[src/rtl/sine_seq.sv]
// sine_seq
// ---------------------------------------------------------------------------
// Sequencer for the unrolled combinational sine datapath. A phase accumulator
// produces UNR consecutive phase words per cycle (acc, acc+ftw, acc+2*ftw,...)
// which go out to the external sine block; the UNR results that come back are
// captured into a registered output stage guarded by a valid/ready handshake.
// A run is either a programmed number of blocks or continuous until stopped.
//
// Ports
//   clk        system clock, rising edge
//   reset_n    asynchronous active-low reset
//   start      begin a run (only looked at while idle)
//   stop       abort a run (only looked at while running)
//   phase0     initial phase, latched at start
//   ftw        per-sample phase increment, latched at start
//   nblk       number of UNR-sample blocks, 0 = continuous, latched at start
//   phase_out  UNR phase words to the sine datapath
//   sine_in    UNR sine results, combinational from phase_out
//   out_data   registered block of UNR sine results
//   out_valid  out_data holds a block not yet consumed
//   out_ready  consumer takes out_data when out_valid && out_ready
//   busy       high while running or flushing
//   done       one-cycle pulse when a run completes or is aborted
// ---------------------------------------------------------------------------
module sine_seq #(
    parameter int DWIDTH = 14,
    parameter int UNR    = 4,
    parameter int CWIDTH = 16
) (
    input  logic              clk,
    input  logic              reset_n,
    input  logic              start,
    input  logic              stop,
    input  logic [DWIDTH-1:0] phase0,
    input  logic [DWIDTH-1:0] ftw,
    input  logic [CWIDTH-1:0] nblk,
    output logic [DWIDTH-1:0] phase_out [UNR],
    input  logic [DWIDTH:0]   sine_in   [UNR],
    output logic [DWIDTH:0]   out_data  [UNR],
    output logic              out_valid,
    input  logic              out_ready,
    output logic              busy,
    output logic              done
);

    typedef enum logic [1:0] {
        IDLE  = 2'd0,
        RUN   = 2'd1,
        FLUSH = 2'd2
    } state_t;

    state_t            state;
    state_t            state_next;

    logic [DWIDTH-1:0] acc;
    logic [DWIDTH-1:0] ftw_r;
    logic [CWIDTH-1:0] nblk_r;
    logic [CWIDTH-1:0] cnt;

    logic              start_ok;
    logic              load;
    logic              last_blk;
    logic              flush_exit;

    // State register.
    always_ff @(posedge clk or negedge reset_n) begin
        if (!reset_n) begin
            state <= IDLE;
        end else begin
            state <= state_next;
        end
    end

    // Next-state logic. A run leaves RUN either on an abort or on the load of
    // the final block; FLUSH waits until the last captured block has gone out.
    always_comb begin
        state_next = state;
        unique case (state)
            IDLE: begin
                if (start_ok) begin
                    state_next = RUN;
                end
            end
            RUN: begin
                if (stop || last_blk) begin
                    state_next = FLUSH;
                end
            end
            FLUSH: begin
                if (flush_exit) begin
                    state_next = IDLE;
                end
            end
            default: state_next = IDLE;
        endcase
    end

    // Output/control decode. The phase words are a pure function of the
    // registers so the sine datapath always sees a stable, defined input.
    // A load only happens when the output register is free or being drained
    // in the same cycle, which gives one block per cycle under full ready.
    always_comb begin
        busy       = (state != IDLE);
        start_ok   = (state == IDLE) && start && !stop;
        load       = (state == RUN) && !stop && (!out_valid || out_ready);
        last_blk   = load && (nblk_r != '0) && ((cnt + CWIDTH'(1)) == nblk_r);
        flush_exit = (state == FLUSH) && (!out_valid || out_ready);
        for (int k = 0; k < UNR; k++) begin
            phase_out[k] = acc + ftw_r * DWIDTH'(k);
        end
    end

    // Datapath registers. The accumulator advances by UNR samples per load;
    // the output stage keeps its block until the consumer takes it. done is
    // registered so it rises together with the return to IDLE.
    always_ff @(posedge clk or negedge reset_n) begin
        if (!reset_n) begin
            acc       <= '0;
            ftw_r     <= '0;
            nblk_r    <= '0;
            cnt       <= '0;
            out_valid <= 1'b0;
            done      <= 1'b0;
            for (int k = 0; k < UNR; k++) begin
                out_data[k] <= '0;
            end
        end else begin
            done <= flush_exit;
            if (start_ok) begin
                acc    <= phase0;
                ftw_r  <= ftw;
                nblk_r <= nblk;
                cnt    <= '0;
            end else if (load) begin
                acc <= acc + ftw_r * DWIDTH'(UNR);
                cnt <= cnt + CWIDTH'(1);
            end
            if (load) begin
                out_valid <= 1'b1;
                for (int k = 0; k < UNR; k++) begin
                    out_data[k] <= sine_in[k];
                end
            end else if (out_valid && out_ready) begin
                out_valid <= 1'b0;
            end
        end
    end

endmodule
[config.mk]
export PLATFORM = sky130hd
export DESIGN_NAME = sine_seq
export DESIGN_NICKNAME = d
export VERILOG_FILES = /design/src/rtl/sine_seq.sv
export SDC_FILE = /design/constraint.sdc
export NUM_CORES = 1
export LEC_CHECK = 0
export BUFFER_PORTS_ARGS = -buffer_cell sky130_fd_sc_hd__buf_4
export CAP_MARGIN = 20
export CORE_MARGIN = 2
export CORE_UTILIZATION = 40
export CTS_BUF_LIST = sky130_fd_sc_hd__clkbuf_8
export CTS_CLUSTER_SIZE = 24
export DETAILED_ROUTE_END_ITERATION = 10
export PLACE_DENSITY_LB_ADDON = 0.05
export SLEW_MARGIN = 5
export SYNTH_ARGS = -nofsm -noshare
export SYNTH_HDL_FRONTEND = slang
export SYNTH_SLANG_ARGS = --single-unit
[constraint.sdc]
create_clock -name clk -period 9.05 [get_ports clk]
set_input_delay 1.81 -clock clk [delete_from_list [all_inputs] [get_ports clk]]
set_output_delay 1.81 -clock clk [all_outputs]
set_load 0.005 [all_outputs]
==> results.tsv, run 1 <==
metric	value	unit
outcome	finished, final reports clean	
final-setup-viol-count	0	
worstHoldPathType	reg -> reg	
timing.rr.end	state[1]$_DFFE_PN0P_	
synth_area_leader_cell	dfrtp_1	
postCtsHoldBufs	0	
ys_seq_area_share	40.6	%
required	7.24	ns
fin_crit	5.09	ns
drc	0	
dpl_cell_area	9550	um^2
routed_wirelength	19300	um
die_w	142	um
vias_per_cell	5.06	
power_density	479	nW/um^2
cp_num_buf_inv	2	
cp_max_fo	5	
grt_pass1_vias	6318	
startpoint	acc[1]$_DFFE_PN0P_	
syn_area	7640	um^2
fin_nets	1224	
synth_warnings	0	
drv_slew	0	
synth-edff-count	0	
total_power	4.76	mW
cts_setup_buffers	0	
ios	228	
r2r-start	state[0]$_DFFE_PN0P_	
synth.distinct_cells	58	
synth_flop_cell	dfrtp_1	
ant_nets	0	
p_leak	4.90	nW
final_cell_mix	232 x buf_4, 214 x nand2_1, 124 x dfrtp_1	
detail_route.wl_per_cell	14.9	um
antenna_found_initial	0	
vias	6569	
critPathSlowestCell	fa_1	
areaGrowthSynthToFinish	30.0	%
grt_usage	19.7	%
p_sw_share	42.1	%
cts.clk_slew.worst_paths	0.08	ns
grt_max_degree	75	
crit_path_cell_trace	fa_1, ha_1, inv_1, fa_1, nor2b_1, o21a_1, o21ai_1, a211oi_1, nor2_1, a21oi_1, xnor2_1, buf_4	
pwr-share-comb	68.7	%
initial_core_util	40.8	%
num_antenna_cells	0	
worstHoldStart	out_data[23]$_DFFE_PN0P_	
overflow	0	
worstPathArrival	3.28	ns
r2r_slack	5.98	ns
io_buffers	227	
power_switching	2.00	mW
cts_tree	built	
ys_ff_latch	124	
cts_max_level	4	
worst_pin_slew	0.729	ns
grt_pass1_wl	31800	um
fmax	0.196	GHz
die-area	20200	um^2
syn_nets	1004	
p_int	2.76	mW
ff2ff_path_depth	8	
max_slew_margin	51.4	%
clock_skew	0.0115	ns
rows	50	
finalCritPeriodShare	56.3	%
worstSkewPairLatency	0.43	ns
place_hpwl	14300	um
clkSinkCount	124	
p_clk_share	9.2	%
crit_type	reg -> out	
synth_area_leaders	dfrtp_1 41%, nand2_1 11%, ha_1 8.0%	
async_flop_share	100	%
syn_inst	830	
drive_above_1_share	26.7	%
seq_power_share	22.0	%
path_delay_family	adder cells	
cts_resized	0	
core_area	18700	um^2
final_common_cell	buf_4	
cap_violations	0	
slowest_delay	0.56	ns
syn_area_per_cell	9.20	um^2
hold_depth	2	
cp-end-kind	output pin	
cpMostUsedCell	fa_1	
design_area	9930	um^2
worstSetupStartpointType	flop	
drt-pass1-iter-count	4	
cts-root-buf	clkbuf_8	
synth_top_area_share	40.6	%
n_fill_cell	1844	
setup_tns	0	ns
hold_path_end	out_data[23]$_DFFE_PN0P_	
clk_path_buf_depth	2	
globalplace.congestion	0.829	
die_h	142	um
rsz0062_at_grt	no	
cts_buffers	17	
first_iter_violations	217	
ir_drop	0.000182	V
final_hold_viol_count	0	
==> synthesized netlist by cell type, drive strengths merged, types with 3 or more instances <==
cell type,instances
nand2b,9
nor3,15
nand4,7
mux2,31
nand2,214
ha,49
o21ai,46
a211oi,8
mux2i,3
buf,10
inv,18
nand3,13
fa,16
o211ai,3
nor3b,3
nor2b,12
a21oi,33
o21bai,3
and3,3
clkbuf,22
xnor2,49
o31ai,11
and2,8
or2,3
o21a,12
dfrtp,124
a21o,5
xor2,15
a22oi,8
nor2,45
o41ai,3
nor4,6
==> cells by family (layout without fill, tap and decap cells) <==
logic type | count (synthesis) | count (layout) | share of synthesized area (%)
simple gates | 346 | 346 | 19.8
compound gates | 147 | 147 | 12.3
mux | 34 | 34 | 4.96
flops | 124 | 124 | 40.6
fa+ha+maj | 65 | 65 | 12.2
buf+inv | 50 | 283 | 2.72
xor+xnor | 64 | 64 | 7.34
==> how the worst max path moves through the flow <==
stage / end / cells past startpoint
5_1_grt: phase_out[13] / 12
4_1_cts: phase_out[13] / 12
6_report: phase_out[13] / 12
2_1_floorplan: phase_out[13] / 11
3_5_place_dp: phase_out[13] / 12
3_3_place_gp: phase_out[13] / 12
==> routing by layer <==
metal  GRT usage (%)  vias to the layer above  share of wire, %
li1                -                     3286                 -
met1            26.9                     3109                46
met2            32.2                      163                47
met3            4.24                       11               5.2
met4            4.53                        0              0.90
met5               0                        -                 0
==> cell type report <==
| class | count | area [um^2] | share of cell area (%) |
|---|---|---|---|
| repair buffers | 233 | 1770 | 17.8 |
| clock inverters | 15 | 116 | 1.17 |
| well taps | 234 | 293 | 2.95 |
| inverters | 18 | 67.6 | 0.680 |
| flip-flops and latches | 124 | 3100 | 31.3 |
| clock buffers | 17 | 234 | 2.36 |
| multi-input cells | 656 | 4350 | 43.8 |
==> per-stage QoR <==
step                      hold WS, ns  utilization [%]  worst slack, ns  cells
after detailed placement        0.463             51.1             4.41   1264
after floorplan                 0.452                -             4.75    830
after global placement          0.459             51.1             4.41   1264
after CTS                       0.483             52.9             3.92   1296
final                           0.478             53.1             3.96   1297
after global routing            0.503             53.1             3.67   1297
==> state kept, by name, summed over array words and instances, names as in the netlist <==
name / count
out_data: 60
cnt: 16
nblk_r: 16
acc: 14
ftw_r: 14
state: 2
done: 1
out_valid: 1
==> power groups by stage <==
stage / clock, mW / sequential (mW) / combinational (mW)
2_1_floorplan: 0 / 1.00 / 1.95
3_3_place_gp: 0 / 1.05 / 3.29
3_5_place_dp: 0 / 1.06 / 3.31
4_1_cts: 0.459 / 1.05 / 3.31
5_1_grt: 0.483 / 1.09 / 3.67
6_report: 0.440 / 1.05 / 3.27
==> worst min-delay path, stage by stage, from the launching register on <==
cell and delay (ns):
dfrtp_1 0.35, nand2_1 0.05, nand2_1 0.06
Power figures use the tool's default switching activity.
==> inputs of run 2 (changes only) <==
Settings changed: ABC_AREA set to 1.
Clock period 9.05 ns to 5.05 ns, I/O delays scaled along.
==> results.tsv, run 2 <==
metric	value	unit
outcome	finished, final reports clean	
required	4.04	ns
finalCritPeriodShare	85.2	%
synth_area_leaders	dfrtp_1 40%, nand2_1 20%, ha_1 8.0%	
ys_seq_area_share	40.5	%
vias_per_cell	4.89	
io_buffers	227	
cp_max_fo	5	
fin_crit	4.30	ns
largest_register_ffs	60	
syn_inst	985	
cap_violations	0	
final-setup-viol-count	0	
first_iter_violations	300	
cts-root-buf	clkbuf_8	
syn_area	7660	um^2
areaGrowthSynthToFinish	29.9	%
synth_area_leader_cell	dfrtp_1	
vias	7125	
initial_core_util	40.8	%
worst_pin_slew	0.907	ns
dp_cells	1425	
ant_nets	0	
grt_pass1_wl	35700	um
grt_max_degree	77	
drc	0	
synth_warnings	0	
clk_path_buf_depth	2	
yosys.cell_count.top_type	nand2_1	
crit_type	reg -> out	
clock_skew	0.0151	ns
cts_max_level	4	
max_slew_margin	39.5	%
place_hpwl	16400	um
num_antenna_cells	0	
r2r_slack	2.54	ns
hold_ws	0.477	ns
top_register	out_data	
r2r-start	cnt[0]$_DFFE_PN0P_	
worstHoldPathType	reg -> reg	
cts_setup_buffers	0	
rows	50	
final_common_cell	nand2_1	
worstPathArrival	3.29	ns
die-area	20300	um^2
n_fill_cell	1854	
detail_route.wl_per_cell	14.8	um
drive_above_1_share	23.0	%
cp-end-kind	output pin	
globalplace.congestion	0.913	
postCtsHoldBufs	0	
grt_pass1_vias	7139	
worstSetupStartpointType	flop	
syn_nets	1159	
seq_area	3100	um^2
cts_resized	0	
rsz0062_at_grt	no	
synth_flop_cell	dfrtp_1	
fin_cells	1457	
timing.rr.end	state[1]$_DFFE_PN0P_	
worstSkewPairLatency	0.44	ns
cts_buffers	17	
final_cell_mix	401 x nand2_1, 233 x buf_4, 124 x dfrtp_1	
synth_commonest_cells	401 x nand2_1, 124 x dfrtp_1, 73 x inv_1	
power_density	621	nW/um^2
die_h	142	um
synth_top_area_share	40.5	%
routed_wirelength	21600	um
ir_drop	0.000193	V
ys_ff_latch	124	
ff2ff_path_depth	13	
final_hold_viol_count	0	
ios	228	
synth-edff-count	0	
clkSinkCount	124	
fin_nets	1384	
async_flop_share	100	%
drt-pass1-iter-count	4	
synth.distinct_cells	38	
multi_input_area	4160	um^2
cts.clk_slew.worst_paths	0.09	ns
hold_depth	2	
overflow	0	
fmax	0.232	GHz
syn_area_per_cell	7.78	um^2
reg_top3	out_data x60, cnt x16, nblk_r x16	
p_leak	5.23	nW
cts_tree	built	
drv_slew	0	
hold_path_end	out_data[7]$_DFFE_PN0P_	
grt_usage	22.1	%
core_area	18800	um^2
antenna_found_initial	0	
worstHoldStart	out_data[7]$_DFFE_PN0P_	
die_w	142	um
setup_tns	0	ns
## run 2: cell types whose count changed in the layout (fill, tap and decap cells not counted), sizes merged, moves of 10 or more
cell and delta:
mux2 -31, o21a -12, nand3 +41, xor2 +12
inv +57, xnor2 -30, nand2 +191, o31ai -10
nor2b -12
## run 2: how the worst max path moves through the flow
stage / from / to / slack [ns] / cells after the start
floorplan: acc[1]$_DFFE_PN0P_ / phase_out[13] / 1.53 / 13
global placement: acc[1]$_DFFE_PN0P_ / phase_out[13] / 1.21 / 14
detailed placement: acc[1]$_DFFE_PN0P_ / phase_out[13] / 1.18 / 14
CTS: acc[1]$_DFFE_PN0P_ / phase_out[13] / 0.68 / 14
global route: ftw_r[1]$_DFFE_PN0P_ / phase_out[13] / 0.44 / 14
finish: acc[1]$_DFFE_PN0P_ / phase_out[13] / 0.75 / 14
## run 2: power by group
group	switching [mW]	total (mW)	internal, mW
clock network	0.442	0.789	0.347
registers	0.338	1.64	1.30
logic	1.84	3.76	1.92
## run 2: per-stage QoR
step / total power [mW] / setup slack (ns) / util (%) / instance area [um^2]
6_report: 6.19 / 0.747 / 53.1 / 9960
5_1_grt: 6.78 / 0.441 / 53.1 / 9960
4_1_cts: 6.26 / 0.683 / 53.1 / 9960
3_5_place_dp: 5.44 / 1.18 / 51.2 / 9600
3_3_place_gp: 5.41 / 1.21 / 51.1 / 9590
2_1_floorplan: 3.66 / 1.53 / - / 7660
## run 2: kinds of logic (layout without fill, tap and decap cells)
group,count (synthesis),in the layout,share of synthesized area [%]
DFF,124,124,40.5
xor gates and xnor gates,46,46,5.26
adders and majority gates,65,65,12.2
buffers and inverters,105,343,5.34
and+or+nand+nor,521,521,27.4
AOI/OAI and AO/OA,124,124,9.29
## run 2: final cells by class
class | instances | area share [%]
clock inverters | 15 | 1.19
flip-flops and latches | 124 | 31.2
well taps | 234 | 2.94
clock buffers | 17 | 2.35
multi-input cells | 756 | 41.8
repair buffers | 234 | 17.7
inverters | 77 | 2.90
## run 2: routing by layer
layer,up-vias,GRT usage [%],routed length [um],part of all wire [%]
met5,-,0,0,0
met4,0,5.52,221,1.0
met3,17,7.87,2060,9.5
met2,237,34.2,9480,44
met1,3237,29.6,9830,46
li1,3634,-,-,-
## run 2: critical path, cell delays in order, from the launching register on
cell	delay, ns
dfrtp_1	0.45
fa_1	0.56
ha_1	0.18
inv_1	0.06
fa_1	0.40
o21ai_1	0.21
nand2_1	0.07
nand2_1	0.06
a21oi_1	0.08
o21ai_1	0.23
nand3_1	0.16
o21ai_0	0.18
nand2_1	0.06
nand2_1	0.06
buf_4	0.10
==> inputs of run 3 (changes only) <==
Settings changed: ABC_AREA 1 to 0.
==> results.tsv, run 3 (same netlist as run 1, synthesis figures left out) <==
metric	value	unit
outcome	finished, final reports clean	
worstHoldStart	out_data[23]$_DFFE_PN0P_	
p_sw_share	41.3	%
grt_pass1_vias	6465	
r2r-start	acc[3]$_DFFE_PN0P_	
cts_setup_buffers	0	
seq_power_share	21.5	%
fin_cells	1298	
max_slew_margin	49.5	%
clk_path_buf_depth	2	
antenna_found_initial	0	
fmax	0.231	GHz
power_switching	3.59	mW
grt_max_degree	62	
required	4.04	ns
grt_use_met2	32.9	%
p_int	5.10	mW
hold_ws	0.477	ns
place_hpwl	14400	um
design_area	9990	um^2
overflow	0	
areaGrowthSynthToFinish	30.8	%
globalplace.congestion	0.811	
reg_top3	out_data x60, cnt x16, nblk_r x16	
die_h	142	um
setup_ws	0.727	ns
ff2ff_path_depth	8	
ant_nets	0	
drc	0	
clkSinkCount	124	
setup_tns	0	ns
drive_above_1_share	26.9	%
grtUsageMet3	4.07	%
gr-max-usage-layer	met2	
timing.rr.end	acc[13]$_DFFE_PN0P_	
final_common_cell	buf_4	
grt_usage	19.6	%
pre_cts_slack	1.15	ns
total_power	8.69	mW
p_leak	4.93	nW
worst_pin_slew	0.758	ns
detail_route.wl_per_cell	14.9	um
drv_slew	0	
ios	228	
cap_violations	0	
cts-root-buf	clkbuf_8	
vias	6571	
worstSkewPairLatency	0.44	ns
rows	50	
r2r_slack	2.42	ns
initial_core_util	40.8	%
p_clk_share	10.8	%
n_fill_cell	1783	
worstHoldPathType	reg -> reg	
cp-end-kind	output pin	
num_antenna_cells	0	
pwr-share-comb	67.7	%
power_density	870	nW/um^2
io_buffers	227	
core_area	18700	um^2
vias_per_cell	5.06	
clock_skew	0.0139	ns
worstSetupStartpointType	flop	
cts_tree	built	
final-setup-viol-count	0	
rsz0062_at_grt	no	
final_hold_viol_count	0	
cts.clk_slew.worst_paths	0.09	ns
cts_max_level	4	
cp_max_fo	5	
dpl_cell_area	9570	um^2
final_cell_mix	234 x buf_4, 214 x nand2_1, 124 x dfrtp_1	
fin_nets	1225	
cts_resized	0	
dp_cells	1266	
finalCritPeriodShare	85.6	%
postCtsHoldBufs	0	
first_iter_violations	254	
largest_register_ffs	60	
grt_use_met1	26.1	%
routed_wirelength	19400	um
hold_path_end	out_data[23]$_DFFE_PN0P_	
fin_crit	4.32	ns
die_w	142	um
grt_pass1_wl	31800	um
drt-pass1-iter-count	5	
crit_type	reg -> out	
cts_buffers	17	
top_register	out_data	
worstPathArrival	3.31	ns
utilization	53.4	%
die-area	20200	um^2
ir_drop	0.000336	V
hold_depth	2	
## run 3: changes by cell type in the layout (fill, tap and decap cells not counted), moves of 11 or more
cell     delta
mux2_1     +20
nand2_1   -187
mux2_2     +11
nand3_1    -41
o21a_1     +12
xor2_1     -12
nor2b_1    +11
xnor2_1    +30
o21ai_0    -27
o21ai_1    +26
inv_1      -55
## run 3: how the worst max path moves through the flow
stage,from,end,cells after the start
3_3_place_gp,ftw_r[1]$_DFFE_PN0P_,phase_out[13],12
6_report,acc[1]$_DFFE_PN0P_,phase_out[13],12
4_1_cts,acc[1]$_DFFE_PN0P_,phase_out[13],12
3_5_place_dp,acc[1]$_DFFE_PN0P_,phase_out[13],12
2_1_floorplan,acc[1]$_DFFE_PN0P_,phase_out[13],11
5_1_grt,acc[1]$_DFFE_PN0P_,phase_out[13],12
## run 3: power by group through the flow
stage,Clock (mW),Sequential (mW),Combinational (mW)
2_1_floorplan,0,1.80,3.50
3_3_place_gp,0,1.88,5.90
3_5_place_dp,0,1.89,5.92
6_report,0.942,1.86,5.88
4_1_cts,0.974,1.87,5.93
5_1_grt,1.02,1.95,6.54
## run 3: layer usage
layer | vias up | wire [um]
li1 | 3299 | -
met1 | 3094 | 8850
met2 | 162 | 9360
met3 | 16 | 989
met4 | 0 | 188
met5 | - | 0
## run 3: final cells by class
cell class,count,area [um^2],share of cell area [%]
Multi-Input combinational cell,656,4350,43.5
Sequential cell,124,3100,31.1
Timing Repair Buffer,234,1760,17.6
Tap cell,234,293,2.93
Clock buffer,17,234,2.34
Clock inverter,15,188,1.88
Inverter,18,67.6,0.676
## run 3: worst max-delay path, cell delays in order, from the launching register on
cell and delay, ns:
dfrtp_1 0.45, fa_1 0.56, ha_1 0.17, inv_1 0.05, fa_1 0.40, nor2b_1 0.13
o21a_1 0.13, o21ai_1 0.12, a211oi_1 0.33, nor2_1 0.09, a21oi_1 0.17, xnor2_1 0.14
buf_4 0.13
